### src/rtl/stream_fifo_ctrl.sv
// Valid/ready streaming FIFO controller for an external simple dual-port RAM.
// Owns the write/read pointers, drives both RAM ports and presents the RAM
// read data on a registered output stream. Works with combinational-read
// (READ_LATENCY=0) and registered-read (READ_LATENCY=1) RAM builds.
//
// Handshake: a word moves on a port in any cycle where valid and ready are
// both high at the rising clock edge; the sender holds valid and data stable
// until that happens, and ready never depends combinationally on valid.
module stream_fifo_ctrl #(
    parameter int WIDTH        = 32,
    parameter int DEPTH        = 10,
    parameter int READ_LATENCY = 0
) (
    input  logic               clk,
    input  logic               reset,
    input  logic               in_valid,
    output logic               in_ready,
    input  logic [WIDTH-1:0]   in_data,
    output logic               out_valid,
    input  logic               out_ready,
    output logic [WIDTH-1:0]   out_data,
    output logic [DEPTH-1:0]   ram_waddress,
    output logic [WIDTH-1:0]   ram_din,
    output logic               ram_we,
    output logic [DEPTH-1:0]   ram_raddress,
    output logic               ram_oe,
    input  logic [WIDTH-1:0]   ram_dout,
    output logic [DEPTH+1:0]   count,
    input  logic [31:0]        ram_length
);

    if (READ_LATENCY != 0 && READ_LATENCY != 1) begin : g_bad_latency
        $fatal(1, "stream_fifo_ctrl: READ_LATENCY must be 0 or 1");
    end

    logic [DEPTH-1:0] wr_ptr_q, wr_ptr_d;
    logic [DEPTH-1:0] rd_ptr_q, rd_ptr_d;
    logic [DEPTH:0]   ram_count_q, ram_count_d;
    logic [DEPTH+1:0] count_q, count_d;
    logic             out_valid_q, out_valid_d;
    logic [WIDTH-1:0] out_data_q, out_data_d;
    logic             skid_valid_q, skid_valid_d;
    logic [WIDTH-1:0] skid_data_q, skid_data_d;
    logic             inflight_q, inflight_d;

    logic             accept;
    logic             pop;
    logic             issue;
    logic             slot_free;
    logic [1:0]       occupancy;

    // The RAM length is informational; fold it into a deliberately unused net.
    logic unused_ram_length;
    assign unused_ram_length = ^ram_length;

    // Handshake decode and read-issue decision, all from registered state.
    always_comb begin
        in_ready  = !reset && !ram_count_q[DEPTH];
        accept    = in_valid && in_ready;
        pop       = out_valid_q && out_ready;
        occupancy = {1'b0, out_valid_q} + {1'b0, skid_valid_q} + {1'b0, inflight_q};
        if (READ_LATENCY == 0) begin
            slot_free = !out_valid_q || pop;
        end else begin
            // Output + skid + in-flight, net of this cycle's pop, must leave
            // room for the word that returns next cycle.
            slot_free = (occupancy - {1'b0, pop}) < 2'd2;
        end
        issue = !reset && (ram_count_q != '0) && slot_free;
    end

    // Next-state for pointers, occupancy counters and output/skid stages.
    always_comb begin
        wr_ptr_d     = wr_ptr_q;
        rd_ptr_d     = rd_ptr_q;
        ram_count_d  = ram_count_q;
        count_d      = count_q;
        out_valid_d  = out_valid_q;
        out_data_d   = out_data_q;
        skid_valid_d = skid_valid_q;
        skid_data_d  = skid_data_q;
        inflight_d   = 1'b0;

        if (accept) wr_ptr_d = wr_ptr_q + 1'b1;
        if (issue)  rd_ptr_d = rd_ptr_q + 1'b1;

        case ({accept, issue})
            2'b10:   ram_count_d = ram_count_q + 1'b1;
            2'b01:   ram_count_d = ram_count_q - 1'b1;
            default: ram_count_d = ram_count_q;
        endcase

        case ({accept, pop})
            2'b10:   count_d = count_q + 1'b1;
            2'b01:   count_d = count_q - 1'b1;
            default: count_d = count_q;
        endcase

        if (READ_LATENCY == 0) begin
            // Combinational read: data is captured at the same edge it is issued.
            if (issue) begin
                out_valid_d = 1'b1;
                out_data_d  = ram_dout;
            end else if (pop) begin
                out_valid_d = 1'b0;
            end
        end else begin
            // Registered read: data returns one cycle after issue.
            inflight_d = issue;
            if (pop && skid_valid_q) begin
                // Skid is older than any returning word, so it drains first.
                out_data_d   = skid_data_q;
                skid_valid_d = inflight_q;
                if (inflight_q) skid_data_d = ram_dout;
            end else if (pop || !out_valid_q) begin
                out_valid_d = inflight_q;
                if (inflight_q) out_data_d = ram_dout;
            end else if (inflight_q) begin
                skid_valid_d = 1'b1;
                skid_data_d  = ram_dout;
            end
        end
    end

    // State register with synchronous reset taking priority.
    always_ff @(posedge clk) begin
        if (reset) begin
            wr_ptr_q     <= '0;
            rd_ptr_q     <= '0;
            ram_count_q  <= '0;
            count_q      <= '0;
            out_valid_q  <= 1'b0;
            out_data_q   <= '0;
            skid_valid_q <= 1'b0;
            skid_data_q  <= '0;
            inflight_q   <= 1'b0;
        end else begin
            wr_ptr_q     <= wr_ptr_d;
            rd_ptr_q     <= rd_ptr_d;
            ram_count_q  <= ram_count_d;
            count_q      <= count_d;
            out_valid_q  <= out_valid_d;
            out_data_q   <= out_data_d;
            skid_valid_q <= skid_valid_d;
            skid_data_q  <= skid_data_d;
            inflight_q   <= inflight_d;
        end
    end

    assign out_valid    = out_valid_q;
    assign out_data     = out_data_q;
    assign ram_waddress = wr_ptr_q;
    assign ram_din      = in_data;
    assign ram_we       = accept;
    assign ram_raddress = rd_ptr_q;
    assign ram_oe       = issue;
    assign count        = count_q;

endmodule

### config.mk
export PLATFORM = sky130hd
export DESIGN_NAME = stream_fifo_ctrl
export DESIGN_NICKNAME = d
export VERILOG_FILES = /design/src/rtl/stream_fifo_ctrl.sv
export SDC_FILE = /design/constraint.sdc
export NUM_CORES = 1
export LEC_CHECK = 0
export CORE_MARGIN = 2
export CORE_UTILIZATION = 45
export CTS_BUF_LIST = sky130_fd_sc_hd__clkbuf_8
export DETAILED_ROUTE_END_ITERATION = 6
export PLACE_DENSITY_LB_ADDON = 0.05
export SKIP_CTS_REPAIR_TIMING = 1
export SLEW_MARGIN = 10
export SYNTH_ARGS = -nofsm -noshare
export SYNTH_HDL_FRONTEND = slang
export SYNTH_SLANG_ARGS = --single-unit
### constraint.sdc
create_clock -name clk -period 6.9 [get_ports clk]
set_clock_uncertainty 0.1 [all_clocks]
set_input_delay 1.725 -clock clk [delete_from_list [all_inputs] [get_ports clk]]
set_output_delay 1.725 -clock clk [all_outputs]
set_load 0.005 [all_outputs]
== Word-level counts from Yosys, hierarchy flattened ==
Cells that the tools add are included.
Storage, ports and cells
  flip-flop bits (word level): 76
  output and inout port bits: 100
Cells by class
  $add $sub $neg: 6
  eq/ne operators: 4
  mux-type cells: 4
  reductions and logical operators: 13
Operator list (count)
  $pmux W12 S2: 1
  $pmux W11 S2: 1
  $add A10 B1 Y10 const B: 2
  $add A12 B1 Y12 const B: 1
  $sub A12 B1 Y12 const B: 1
  $add A11 B1 Y11 const B: 1
  $reduce_bool A11 Y1: 1
  $sub A11 B1 Y11 const B: 1
  $reduce_bool A2 Y1: 3
  $logic_and A1 B1 Y1: 5
  $eq A2 B1 Y1 const B: 2
  $eq A2 B2 Y1 const B: 2
  $logic_not A1 Y1: 3
  $mux W1: 2
  $logic_or A1 B1 Y1: 1

== Logic depth before layout (Yosys ltp) ==
Gate-level depths: netlist (run 1).
  depth in word-level cells: 5
  mapped depth: 12
  gate-level depth less buffers: 11

== Least setup slack after synthesis (run 1) ==
Ideal clock, no wire load.
  path kind: input -> register
  start point: in out_ready
  end point: reg ram_count_q[10]
  setup time: 71 ps
  arrival: 4428 ps
  required time: 6729 ps
  path slack: 2302 ps
  stages on the path: 12
  cells stage by stage: nor2b_1 a311oi_4 clkbuf_1 ha_1 inv_1 fa_1 nand2b_1 a21oi_1 o31ai_1 xnor2_1 or3_1 a21oi_1
On the way
  word-level cells in the longest chain between the ends: 5
  elaborated cells on any way between the ends: 7
  classes of those cells: eq/ne: 2; mux: 1; reduce/logical: 4
RTL lines
  start, declared: RTL line 20  | input logic out_ready,
  $logic_and A1 B1 Y1 (*): RTL line 60  | pop = out_valid_q && out_ready;
  $logic_or A1 B1 Y1 (*)
  $logic_and A1 B1 Y1 (*): RTL line 69  | issue = !reset && (ram_count_q != '0) && slot_free;
  net ram_oe: RTL line 26  | output logic ram_oe,
  $eq A2 B1 Y1 / $eq A2 B2 Y1 (equally long branches): RTL line 87  | case ({accept, issue})
  $pmux W11 S2 / $reduce_bool A2 Y1 (equally long branches)
  end signal, assigned: RTL line 140  | ram_count_q <= ram_count_d;
  end, declared: RTL line 38  | logic [DEPTH:0] ram_count_q, ram_count_d;
The timed path passes the listed nets; every way through them passes the cells marked *.
A chain may end at the register's enable or synchronous reset.

== Final worst setup path (run 1) ==
  start point: in in_valid
  end point: out ram_we
On the way
  word-level cells in the longest chain between the ends: 1
RTL lines
  start, declared: RTL line 16  | input logic in_valid,
  $logic_and A1 B1 Y1: RTL line 59  | accept = in_valid && in_ready;
  end, declared: RTL line 24  | output logic ram_we,
No other way between the ends.

==> summary by stage, run 1 <==
Outcome
The flow ran to the end, and the final reports show no timing, DRC or antenna violations.

STA
After layout, the worst path uses 74.6% of the clock period. The minimum clock period is 5.15 ns. The slew at the pin closest to its max-slew limit is 0.703 ns. Setup total negative slack on the finished layout was measured at 0 ns. Setup repair after global routing left no endpoint under its margin. Derived from the worst setup path, the maximum achievable clock frequency is 194 MHz.

In this run the tightest slew margin relative to its limit is 53.2%. The final setup violation count is 0. The number of max-slew violations in the final report came to 0. The number of endpoints with negative hold slack in the final report is 0.

Power and ir drop
The power share of the clock group is 19.6%. Net switching is 37.4% of the power. The ratio of total power to cell area is 368 nW/um2. In this run the static leakage power is 1.98 nW. The internal portion of the total power is 1.18 mW.

The portion of total power attributed to sequential cells is 33.6%. Summed over all nets, the switching power comes to 0.704 mW. The maximum resistive drop on vdd is 0.000203 V. Per report_power, the combinational group accounts for 46.8% of the total.

Worst setup path
The critical path endpoint category is an output pin. The critical path goes through clkdlybuf4s50_1, nor3b_2, clkdlybuf4s50_1. On the worst path, the slowest cell contributes a delay of 0.62 ns.

The worst register-to-register path begins at ram_count_q[10]. The largest individual stage delay along the critical path comes from the cell sky130_fd_sc_hd__clkdlybuf4s50_1. The signal arrival time at the worst endpoint is 3.32 ns. The top fanout value on the critical path is 9. The setup path with the least slack is of type in -> out.

The most used cell along the critical path is sky130_fd_sc_hd__clkdlybuf4s50_1. The sort of element at the start of the critical path is an input port. The critical path data required time is 5.08 ns. For flop-to-flop paths, the worst setup slack is 3.47 ns. The endpoint identified for the worst register-to-register timing path is count[11].

The depth of the worst register-to-register path is 10.

Placement
Once placement completed, the tool counted placed cells totaling 650. Detailed placement ended at an HPWL of 6.28 mm. Port buffering added 103 buffers. Routability-driven placement finished with a final weighted congestion of 0.870.

Global routing
The number of antenna violations at the first check in global routing came to 0. The number of global-route vias before repair is 3234. The largest net degree at the start of global routing is 70. The wire length of the first global-routing pass is 14.6 mm.

The total global routing overflow is 0. The all-layer global routing usage is 18.0%.

Detailed routing
The remaining design rule violation count is 0. Detailed routing inserted a total of 3347 vias. For this block, wires on met1 add up to 4.06 mm. The detail route stage leaves a number of antenna-violating nets equal to 0. The met2 wirelength from detailed routing is 4.00 mm. The met3 wire length is 541 um.

The first-pass detailed-route iteration total is 4. The routed length per instance is 13.2 um. The detailed-route vias per instance is 5.03.

The number of DRC markers after the initial detailed-route iteration is 89. The total detailed-routing wirelength is 8.79 mm. The detailed router used layers up to and including met4.

Logic synthesis
The most common cell in the synthesized netlist is sky130_fd_sc_hd__dfxtp_1. The commonest cells after synthesis are 76 x sky130_fd_sc_hd__dfxtp_1, 55 x sky130_fd_sc_hd__nand2_1, 54 x sky130_fd_sc_hd__nor2_1, 44 x sky130_fd_sc_hd__o21ai_0, 38 x sky130_fd_sc_hd__nand2b_1. The flip-flop cell with the highest count after synthesis is sky130_fd_sc_hd__dfxtp_1.

The area of the mapped netlist is 4040 um2. The portion of the post-synthesis area used by sequential elements is 37.6%. Counting every instance in the synthesized netlist gives 489. The number of nets handed over by synthesis was 614. By area the synthesized netlist is led by sky130_fd_sc_hd__dfxtp_1 38%, sky130_fd_sc_hd__ha_1 7.1%, sky130_fd_sc_hd__buf_4 5.9%, sky130_fd_sc_hd__nand2b_1 5.9%, sky130_fd_sc_hd__o21ai_0 5.4%. The synthesized area divided by synthesized cell count is 8.27 um2.

The number of synthesized register bits is 76. In this run, distinct cell masters in the synthesized netlist total 43. The number of warnings reported in the yosys synthesis log is 0. The largest total area in the synthesized netlist belongs to sky130_fd_sc_hd__dfxtp_1. The async set or reset register ratio after synthesis is 0%. The synthesized design contains 0 enable-type register cells. Summed over its instances, the top area cell type makes up 37.6% of the synthesized netlist area.

Worst hold path
The worst-case hold path end point is ram_raddress[9]. Along the worst hold path, the cell count comes to 1. The origin of the worst min-delay path is ram_raddress[9].

The tightest min-delay check is of the reg -> reg type.

Cells and area
The finished layout holds 665 standard cells, fillers aside. At the end of the flow the core is filled with cells to 58.7%. Summing all multi-input logic gate instances after layout gives 2160 um2. The total number of nets in the final design is 678. The count of antenna diodes in the layout is 0. The area taken by flip-flops and latches is 1520 um2. The post-route netlist has 4.85% of its cells at a drive strength greater than 1.

The number of inserted filler cells in the final layout is 810. The relative area change from synthesis to final layout is 26.5%.

Flow run
The reported max-cap violation count is 0.

Clock tree
The clock passes through at most 2 buffers. The clock-pin slew reported for the worst setup and hold paths after clock tree synthesis is 0.08 ns. The TritonCTS clock tree is yes. Clock tree synthesis selected as its root buffer the cell sky130_fd_sc_hd__clkbuf_8.

The latest clock arrival within the worst-skew pair is 0.35 ns. The clock drives 76 sinks. The clock tree synthesis step divided the H-tree into 3 levels. The CTS buffer count is 9.

Floorplan
The standard cell core area is 8720 um2. Pin placement for this block handled 200 I/O pins. Row generation in the floorplan step produced 34 rows. The starting density of the core is 46.4%. The die extent in y is 98.8 um.

The die covers 9760 um2. The width of the chip is 98.8 um.
==> sequential cells by signal, indices dropped and copies added, names as in the netlist <==
signal        flops
ram_count_q      11
ram_waddress     10
ram_raddress     10
out_data         32
count            12
out_valid         1
==> stage by stage <==
| step | setup slack [ns] | area, um2 | hold WS, ns | power [mW] |
|---|---|---|---|---|
| floorplan | 2.30 | 4040 | 0.353 | 1.23 |
| global placement | 1.64 | 4900 | 0.350 | 1.51 |
| detailed placement | 1.66 | 4900 | 0.359 | 1.53 |
| CTS | 1.74 | 5110 | 0.370 | 1.91 |
| global route | 1.62 | 5110 | 0.388 | 2.05 |
| finish | 1.75 | 5110 | 0.368 | 1.88 |
==> placed cells by master (no fill, tap or decap), drive strengths merged, types with 3 or more instances in the layout <==
master / count
nor2: 54
xor2: 20
o21ai: 44
mux2i: 4
and3: 5
a21oi: 22
ha: 23
dfxtp: 76
clkbuf: 9
xnor2: 12
inv: 12
nand3: 14
nand2b: 38
nand4: 6
buf: 3
nor2b: 7
nand2: 55
a21o: 5
o2111ai: 3
clkdlybuf4s50: 102
nor3: 5
a31oi: 4
or3: 3
==> worst max-delay path, delay by kind of cell <==
family | cells | cell delay, ns
AND/OR/NAND/NOR | 1 | 0.51
buffers and inverters | 2 | 1.08
==> cell families after synthesis <==
kind of cell             after synthesis  share of synthesized area [%]
AND/OR/NAND/NOR                      195                           23.5
AO/OA/AOI/OAI                         93                           13.7
flip-flops                            76                           37.6
buffers and inverters                 63                           8.88
XOR/XNOR                              32                           6.93
adder cells (fa/ha/maj)               25                           8.11
multiplexers                           5                           1.27
==> per-layer routing <==
metal,GRT usage [%],vias up
li1,-,1740
met1,22.7,1498
met2,28.5,83
met3,5.82,26
met4,6.95,0
met5,0,-
==> worst max-delay path by stage <==
stage              start         endpoint
3_3_place_gp    in_valid        count[11]
2_1_floorplan  out_ready  ram_count_q[10]
4_1_cts         in_valid           ram_we
3_5_place_dp    in_valid        count[11]
5_1_grt         in_valid           ram_we
6_report        in_valid           ram_we
==> power groups by stage <==
| stage | sequential [mW] | combinational [mW] | clock [mW] |
|---|---|---|---|
| after global routing | 0.648 | 1.00 | 0.395 |
| after floorplan | 0.638 | 0.595 | 0 |
| after CTS | 0.634 | 0.895 | 0.382 |
| after global placement | 0.637 | 0.873 | 0 |
| final | 0.632 | 0.881 | 0.369 |
| after detailed placement | 0.642 | 0.891 | 0 |
==> layout make-up <==
| type | instances | area share [%] |
|---|---|---|
| Sequential cell | 76 | 29.7 |
| Clock inverter | 6 | 1.74 |
| Multi-Input combinational cell | 350 | 42.3 |
| Tap cell | 108 | 2.64 |
| Inverter | 11 | 0.807 |
| Clock buffer | 9 | 2.42 |
| Timing Repair Buffer | 105 | 20.4 |
Power figures use the tool's default switching activity.
==> run 2, diff against run 1 <==
--- a/config.mk
+++ b/config.mk
@@ -6,7 +6,7 @@
 export NUM_CORES = 1
 export LEC_CHECK = 0
 export CORE_MARGIN = 2
-export CORE_UTILIZATION = 45
+export CORE_UTILIZATION = 38
 export CTS_BUF_LIST = sky130_fd_sc_hd__clkbuf_8
 export DETAILED_ROUTE_END_ITERATION = 6
 export PLACE_DENSITY_LB_ADDON = 0.05
==> constraint.sdc (replaced) <==
create_clock -name clk -period 4.2 [get_ports clk]
set_clock_uncertainty 0.1 [all_clocks]
set_input_delay 1.05 -clock clk [delete_from_list [all_inputs] [get_ports clk]]
set_output_delay 1.05 -clock clk [all_outputs]
set_load 0.005 [all_outputs]
==> run 2 against run 1 <==
Against the previous run:
- via count rose by 1.5%
- critical endpoint is now ram_oe
- global-route usage fell by 1.4 points
- power rose by 64%
- combinational power rose by 71%
- final cell count rose by 5.3%
- worst hold slack improved by 0.0061 ns
- sequential power rose by 65%
- routed wire length rose by 6.5%
- die area rose by 18%
- setup slack got worse by 1.3 ns
- critical path depth rose by 2
- critical path type unchanged
==> summary by stage, run 2 (same netlist as run 1, synthesis figures left out) <==
Worst setup path
The end point of the critical path is ram_oe. The capture instance of the worst register-to-register path is ram_count_q[10]. The depth of the worst register-to-register path is 11 (+1).

The worst setup path is launched from an input port. The top fanout value on the critical path came to 2 (-7). The startpoint identified for the worst register-to-register timing path is ram_count_q[2]. The maximum cell stage delay along the critical path is 0.52 ns (-0.10 ns). Counting stages on the worst path, the most repeated cell is sky130_fd_sc_hd__clkdlybuf4s50_1. The most critical setup path has its startpoint at out_ready. The critical path endpoint category is an output pin. The setup slack on the worst flop-to-flop path is 1.07 ns (-2.40 ns).

The critical path data required time came to 3.05 ns (-2.03 ns). The cell with the largest stage delay on the worst path is sky130_fd_sc_hd__clkdlybuf4s50_1. Traced cell by cell, the critical path runs through clkdlybuf4s50_1, nor2b_1, a311oi_4, buf_4, clkdlybuf4s50_1. The signal arrival time at the worst endpoint is 2.58 ns (-0.74 ns). The critical path is of the in -> out type.

Clock tree
The TritonCTS clock tree is yes. The CTS buffer count is 9 (unchanged). The latest clock arrival within the worst-skew pair was 0.36 ns (about the same). The tree is rooted in a sky130_fd_sc_hd__clkbuf_8.

The number of buffers on the longest clock path is 2 (unchanged). The deepest level of the CTS H-tree is 3 (unchanged). The clock-pin slew reported for the worst setup and hold paths after clock tree synthesis is 0.08 ns (about the same). The clock sink count is 76 (unchanged).

Cells and area
The count of antenna diodes in the layout is 0 (unchanged). The total number of nets in the final design is 684 (+0.88%). The area of the multi-input gates is 2160 um2 (unchanged). The top cell types in the final layout, fill and taps aside, are 102 x sky130_fd_sc_hd__clkdlybuf4s50_1, 76 x sky130_fd_sc_hd__dfxtp_1, 55 x sky130_fd_sc_hd__nand2_1, 54 x sky130_fd_sc_hd__nor2_1, 44 x sky130_fd_sc_hd__o21ai_0.

The relative area change from synthesis to final layout is 27.8%. The area taken by flip-flops and latches is 1520 um2 (unchanged). The post-route core utilization is 50.1% (-8.6 points).

Leaving out fill and tap cells, the most frequent cell in the layout is sky130_fd_sc_hd__clkdlybuf4s50_1. The fraction of layout cells with a size suffix above 1 is 6.03% (+1.2 points). The flip-flop count of the largest register, all copies and words added is 32 (unchanged). The number of inserted filler cells in the final layout is 1020 (+26%).

STA
The maximum achievable frequency is 268 MHz. For the finished layout, the period the worst path requires is 3.73 ns. The final setup violation count was 0 (unchanged). The tightest slew margin relative to the limit is 48.4% (-4.7 points).

The final critical path takes up 88.7% of the cycle. The slew at the pin closest to its max-slew limit is 0.774 ns (+0.0710 ns). The number of max-slew violations in the final report is 0 (unchanged). The setup TNS was 0 ns (unchanged). The number of endpoints with negative hold slack in the final report is 0 (unchanged).

Setup repair after global routing left no endpoint under its margin.

Global routing
The wire length of the first global-routing pass is 15.1 mm (+4.0%). The total global routing overflow is 0 (unchanged). The number of global-route vias before repair came to 3139 (-2.9%). The number of antenna violations at the first check in global routing is 0 (unchanged). The all-layer global routing usage is 16.5% (-1.4 points). The largest net degree at the start of global routing was 84 (+20%).

Power and ir drop
The static leakage is 2.01 nW (+1.2%). The ratio of total power to cell area is 598 nW/um2 (+62%). The maximum resistive drop on vdd came to 0.000293 V (+45%).

Flow run
The reported max-cap violation count is 0 (unchanged).

Worst hold path
The min-delay analysis places its worst path in the category reg -> reg. The origin of the worst min-delay path is ram_raddress[9]. The number of cells on the worst hold path is 1 (unchanged).

Outcome
The flow ran to the end, and the final reports show no timing, DRC or antenna violations.

Detailed routing
The number of nets with antenna violations after routing is 0 (unchanged). The detailed-route vias per instance came to 4.85 (-3.6%). The number of DRC markers after the initial detailed-route iteration is 152 (+71%).

The first-pass detailed-route iteration total is 4 (unchanged). The total number of vias is 3396 (+1.5%). The remaining design rule violation count is 0 (unchanged). The routed length per instance is 13.4 um (+1.1%).

The total detailed-routing wirelength was 9.36 mm (+6.5%).

Floorplan
The die extent in y is 107 um (+8.5%). The width of the chip is 107 um (+8.5%). The cell row count came to 37 (+8.8%). The starting density of the core was 39.2% (-7.2 points). The area enclosed by the die boundary is 11500 um2 (+18%).

The standard cell core area is 10300 um2 (+18%). The number of primary I/O pins was 200 (unchanged).

Placement
The final HPWL from detailed placement is 6.53 mm (+4.0%). The final weighted congestion in routability-driven placement was 0.829 (-4.7%). The total of buffers placed on input and output ports came to 103 (unchanged).
-- run 2: worst min-delay path by stage --
stage	end	slack, ns
CTS	ram_raddress[9]	0.38
floorplan	ram_raddress[9]	0.35
global placement	ram_raddress[9]	0.36
global route	out_data[24]	0.40
finish	ram_raddress[9]	0.37
detailed placement	ram_raddress[9]	0.36
-- run 2: final cells by class --
class / count / area share, %
flip-flops and latches: 76 / 29.4
multi-input cells: 350 / 41.9
clock inverters: 5 / 0.678
clock buffers: 11 / 2.93
well taps: 136 / 3.29
inverters: 11 / 0.799
repair buffers: 111 / 21.0
-- run 2: critical path, delay by kind of cell --
family / cells / cell delay [ns]
simple gates: 1 / 0.08
compound gates: 1 / 0.28
buf+inv: 3 / 1.16
-- run 2: per-stage QoR --
stage                     hold slack [ns]  total power [mW]  std cells  instance area (um2)  setup WS (ns)
after floorplan                     0.353              2.02        489                 4040          0.277
after global placement              0.357              2.54        684                 4980          0.179
after detailed placement            0.356              2.58        684                 4980          0.111
after CTS                           0.376              3.13        700                 5170          0.453
after global routing                0.399              3.36        700                 5170          0.294
final                               0.374              3.09        700                 5170          0.475
-- run 2: power by group --
group / leakage, nW / internal [mW] / switching, mW / total, mW
clock network: 0.0957 / 0.248 / 0.290 / 0.538
logic: 1.29 / 0.731 / 0.781 / 1.51
registers: 0.622 / 0.909 / 0.131 / 1.04
total: 2.01 / 1.89 / 1.20 / 3.09
-- run 2: metal layers --
layer  track usage [%]  vias up  part of all wire (%)
met4              7.51        0                   2.2
met1              21.3     1548                    48
met2              26.3       82                    46
met3              3.77       17                   4.1
li1                  -     1749                     -
met5                 0        -                     0
